<file path="src/rtl/shift_controller_pkg.sv">
// shift_controller_pkg: FSM state encodings and ShiftRegister mode constants
package shift_controller_pkg;
  typedef enum logic [1:0] {
    S_IDLE    = 2'd0,
    S_LOAD    = 2'd1,
    S_SHIFT   = 2'd2,
    S_CAPTURE = 2'd3
  } state_e;
  localparam logic [1:0] MODE_HOLD = 2'b00;
  localparam logic [1:0] MODE_RSH  = 2'b01;
  localparam logic [1:0] MODE_LSH  = 2'b10;
endpackage

</file>
<file path="src/rtl/shift_counter.sv">
// shift_counter: remaining-shift down-counter with load, decrement and count flags
module shift_counter #(
  parameter int CNT_W = 3
) (
  input  logic             clk,
  input  logic             rst_n,
  input  logic             load_i,
  input  logic             dec_i,
  input  logic [CNT_W-1:0] count_i,
  output logic             is_one_o,
  output logic             is_zero_o
);
  logic [CNT_W-1:0] cnt_q, cnt_d;
  always_comb cnt_d = load_i ? count_i : dec_i ? cnt_q - CNT_W'(1) : cnt_q;
  always_ff @(posedge clk or negedge rst_n)
    if (!rst_n) cnt_q <= '0;
    else        cnt_q <= cnt_d;
  assign is_one_o  = cnt_q == CNT_W'(1);
  assign is_zero_o = cnt_q == '0;
endmodule

</file>
<file path="src/rtl/shift_controller.sv">
// shift_controller: sequences an external ShiftRegister through load, N shifts and capture
module shift_controller
  import shift_controller_pkg::*;
#(
  parameter int CNT_W  = 3,
  parameter int DATA_W = 4
) (
  input  logic              clk,
  input  logic              rst_n,
  input  logic              cmd_valid_i,
  output logic              cmd_ready_o,
  input  logic [DATA_W-1:0] cmd_data_i,
  input  logic              cmd_dir_i,
  input  logic [CNT_W-1:0]  cmd_count_i,
  input  logic              abort_i,
  output logic              sr_load_o,
  output logic [1:0]        sr_mode_o,
  output logic [DATA_W-1:0] sr_data_o,
  input  logic [DATA_W-1:0] sr_q_i,
  input  logic              sr_flag_i,
  output logic              done_o,
  output logic [DATA_W-1:0] result_o,
  output logic              flag_o,
  output logic              busy_o
);
  state_e            state_q, state_d;
  logic [DATA_W-1:0] data_q, data_d, result_q, result_d;
  logic              dir_q, dir_d, flag_q, flag_d, done_q, done_d;
  logic              accept, capture, cnt_one, cnt_zero;
  assign accept  = cmd_valid_i && state_q == S_IDLE;
  assign capture = state_q == S_CAPTURE && !abort_i;
  // counter is loaded on accept so LOAD can already branch on a zero count
  shift_counter #(.CNT_W(CNT_W)) u_cnt (
    .clk      (clk),
    .rst_n    (rst_n),
    .load_i   (accept),
    .dec_i    (state_q == S_SHIFT),
    .count_i  (cmd_count_i),
    .is_one_o (cnt_one),
    .is_zero_o(cnt_zero)
  );
  always_ff @(posedge clk or negedge rst_n)
    if (!rst_n) state_q <= S_IDLE;
    else        state_q <= state_d;
  always_comb
    state_d = (state_q != S_IDLE && abort_i) ? S_IDLE :
              state_q == S_IDLE  ? (cmd_valid_i ? S_LOAD : S_IDLE) :
              state_q == S_LOAD  ? (cnt_zero ? S_CAPTURE : S_SHIFT) :
              state_q == S_SHIFT ? (cnt_one ? S_CAPTURE : S_SHIFT) : S_IDLE;
  always_comb begin
    cmd_ready_o = state_q == S_IDLE;
    busy_o      = state_q != S_IDLE;
    sr_load_o   = state_q == S_LOAD;
    sr_mode_o   = state_q == S_SHIFT ? (dir_q ? MODE_LSH : MODE_RSH) : MODE_HOLD;
  end
  always_comb begin
    data_d   = accept ? cmd_data_i : data_q;
    dir_d    = accept ? cmd_dir_i : dir_q;
    result_d = capture ? sr_q_i : result_q;
    flag_d   = capture ? sr_flag_i : flag_q;
    done_d   = capture;
  end
  always_ff @(posedge clk or negedge rst_n)
    if (!rst_n) begin
      data_q   <= '0;
      dir_q    <= 1'b0;
      result_q <= '0;
      flag_q   <= 1'b0;
      done_q   <= 1'b0;
    end else begin
      data_q   <= data_d;
      dir_q    <= dir_d;
      result_q <= result_d;
      flag_q   <= flag_d;
      done_q   <= done_d;
    end
  assign sr_data_o = data_q;
  assign result_o  = result_q;
  assign flag_o    = flag_q;
  assign done_o    = done_q;
endmodule

</file>
<file path="config.mk">
export PLATFORM = sky130hd
export DESIGN_NAME = shift_controller
export DESIGN_NICKNAME = d
export VERILOG_FILES = /design/src/rtl/shift_controller_pkg.sv /design/src/rtl/shift_counter.sv /design/src/rtl/shift_controller.sv
export SDC_FILE = /design/constraint.sdc
export NUM_CORES = 1
export LEC_CHECK = 0
export BUFFER_PORTS_ARGS = -buffer_cell sky130_fd_sc_hd__buf_4
export CAP_MARGIN = 10
export CORE_UTILIZATION = 49
export CTS_CLUSTER_DIAMETER = 100
export DETAILED_ROUTE_END_ITERATION = 8
export PLACE_DENSITY = 0.87
export SLEW_MARGIN = 10
export SYNTH_ARGS = -nofsm -noshare
export SYNTH_HDL_FRONTEND = slang
export SYNTH_SLANG_ARGS = --single-unit
</file>
<file path="constraint.sdc">
create_clock -name clk -period 2.85 [get_ports clk]
set_clock_uncertainty 0.15 [all_clocks]
set_input_delay 0.285 -clock clk [delete_from_list [all_inputs] [get_ports clk]]
set_output_delay 0.285 -clock clk [all_outputs]
set_load 0.01 [all_outputs]
</file>
==> impl_results.md <==
- Unique cell type count in the Yosys netlist: 17
- Synth area leader: dfrtp_1
- Post-cts resize count: 0
- Most frequent cell after synthesis: dfrtp_1
- Top cell type's share of synthesized area: 51.70%
- Setup violators final: 0
- Largest net degree at the start of global routing: 17
- Slew Limit Fails: 0
- Top-Level Pins: 32
- Worst EP arrival: ~1.4 ns
- DRT Pass-1 Iters: 4
- GRT Overall Usage: between 15 and 20%
- HP Class: primary input to flop
- Register area share after synthesis: between 50% and 60%
- Syn_nets: between 80 and 90
- Synth Register Bits: 16
- TNS Setup: 0 ns
- Hpwl dp: between 1000 and 1500 um
- Gr ovfl total: 0
- Worst Setup Start Kind: flop
- Post-synth ARST share: 100.0%
- Number of nets with antenna violations after routing: 0
- Fin crit period: 1.852 ns
- Actual slew at the worst max-slew pin: 0.4538 ns
- Layout cells sized above 1: about 52%
- Reg2reg path depth: 4
- Top post-synthesis cells by count: dfrtp_1, mux2_2, ha_1
- Vias: between 500 and 600
- Pwr Density: about 1000 nW/um2
- VDD IR-drop max: approximately 760 uV
- Max_slew headroom: 69.69%
- Final net count: between 100 and 150
- MaxCap Viol Count: 0
- Clock Path Buffers: 2
- Port bufs: 31
- Post-synth EDFFs: 0
- Worst Setup Path Type: flop to output port
- Synthesis Warnings: 0
- Core Region: between 1000 and 1500 um2
- Initial Util: between 50% and 60%
- CP required: about 2.4 ns
- Post-synthesis average cell area: between 10 and 15 um2
- First-pass GRT wire length: around 2500 um
- Synth top area cells: dfrtp_1, mux2_2, ha_1, mux2_4, buf_6
- CTS hold repair buffers: 1
- Routed WL: approximately 1400 um
- Final Util: roughly 76%
- Mapped Cells: 58
- Reg clk slew, reported paths: 0.08 ns
- Overall die height: 41.76 um
- RSZ-0062 raised after global routing: no
- CTS Sinks: 16
- Setup Buffers After CTS: 0
- Total die area: approximately 1700 um2
- WL/cell: between 10 and 15 um
- DRC viols: 0
- Initial antenna violation count: 0
- Total CTS buffers: 3
- Routed vias/inst: slightly below 5
- Number of global-route vias before repair: ~560
- Status: finished clean
- F_max: ~540 MHz
- Clk_lat worst skew: approximately 0.28 ns
- Leakage power total: between 0.5 and 0.6 nW
- Root Driver: clkbuf_4
- H-tree depth: 1
- Die Width: 41.76 um
- DR iter-0 viols: 4
- Synth Flop Type: dfrtp_1
- Gpl congestion: roughly 0.68
- Worst-path fanout max: 6
- Area Growth Syn to Fin: 35.54%
- Hold path depth: 2
- Mapped Area: 774.5 um2
- Tcrit/Tclk final: 64.99%
- CP Capture Type: output port
- CTS tree: done
- N_diodes: 0
- Final Hold Viols: 0
- Fillers: 98
- Row Count: 13
==> cell usage in the layout, fill, tap and decap left out <==
cell | netlist | layout
xor2_1 | 1 | 1
mux2_2 | 8 | 8
dfrtp_1 | 16 | 16
nor2b_1 | 2 | 2
clkbuf_8 | 0 | 1
xnor2_1 | 1 | 1
clkbuf_4 | 0 | 3
a21oi_1 | 4 | 4
nor2_1 | 3 | 3
mux2_4 | 3 | 3
nand2_1 | 1 | 1
ha_1 | 7 | 7
a21boi_0 | 1 | 1
dlygate4sd3_1 | 0 | 1
inv_1 | 5 | 5
buf_4 | 0 | 31
o41ai_2 | 1 | 1
and3b_1 | 1 | 1
and2_1 | 1 | 1
nand2_2 | 1 | 1
==> where the power goes <==
part,leakage (nW),switching [mW],internal (mW)
Clock,0.0210,0.0663,0.0776
Combinational,0.336,0.218,0.285
Sequential,0.192,0.0664,0.333
==> worst max-delay path: stages, from the launching register on <==
cell and delay (ns):
dfrtp_1 0.41, inv_1 0.09, ha_1 0.30, nor2b_1 0.21, buf_4 0.14
==> final cells by class <==
| cell class | instances | area [um2] | share of cell area (%) |
|---|---|---|---|
| Clock buffer | 4 | 36.28 | 3.456 |
| Inverter | 5 | 18.77 | 1.788 |
| Multi-Input combinational cell | 35 | 332.8 | 31.70 |
| Sequential cell | 16 | 400.4 | 38.14 |
| Tap cell | 15 | 18.77 | 1.788 |
| Timing Repair Buffer | 32 | 242.7 | 23.12 |
==> metal layers <==
metal / track usage, % / routed length [um] / vias to the layer above
li1: - / - / 260
met1: 21.65 / 549 / 249
met2: 35.31 / 798 / 13
met3: 2.609 / 47 / 2
met4: 9.677 / 14 / 0
met5: 0 / 0 / -
==> sequential cells by signal, summed over array words and instances, names as in the netlist <==
register     count
dir_q            1
state_q          2
u_cnt.cnt_q      3
flag_o           1
result_o         4
sr_data_o        4
done_o           1
==> worst paths after layout <==
kind                                            start                    endpoint  slack (ns)
hold reg to reg            u_cnt.cnt_q[2]$_DFFE_PN0P_        state_q[0]$_DFF_PN0_        0.36
min in group asynchronous                       rst_n    sr_data_o[0]$_DFFE_PN0P_        0.25
setup reg to reg                 state_q[0]$_DFF_PN0_    sr_data_o[1]$_DFFE_PN0P_        1.27
setup / recovery                 state_q[0]$_DFF_PN0_                sr_mode_o[0]         1.0
max in group asynchronous                       rst_n  u_cnt.cnt_q[1]$_DFFE_PN0P_        2.12
hold / removal                                abort_i        state_q[0]$_DFF_PN0_        0.06
==> kinds of logic (layout without fill, tap and decap cells) <==
group | after synthesis | in the layout | synth area share (%)
AOI/OAI and AO/OA | 6 | 6 | 5.655
xor gates and xnor gates | 2 | 2 | 2.262
adders and majority gates | 7 | 7 | 11.31
buffers and inverters | 7 | 41 | 5.331
DFF | 16 | 16 | 51.70
muxes | 11 | 11 | 17.45
and+or+nand+nor | 9 | 9 | 6.301
==> through the flow <==
stage | power (mW) | worst slack (ns) | hold slack, ns | instances | cell area, um2
after detailed placement | 0.9095 | 1.261 | 0.001394 | 102 | 1003
after floorplan | 0.6969 | 1.326 | -0.1606 | 58 | 774.5
after global routing | 1.133 | 0.8796 | 0.04962 | 107 | 1050
after global placement | 0.8869 | 1.284 | 0.001437 | 102 | 1003
final | 1.047 | 0.9979 | 0.05723 | 107 | 1050
after CTS | 1.059 | 1.058 | 0.04783 | 107 | 1050
Note: power is estimated with default switching activity, not from simulation.
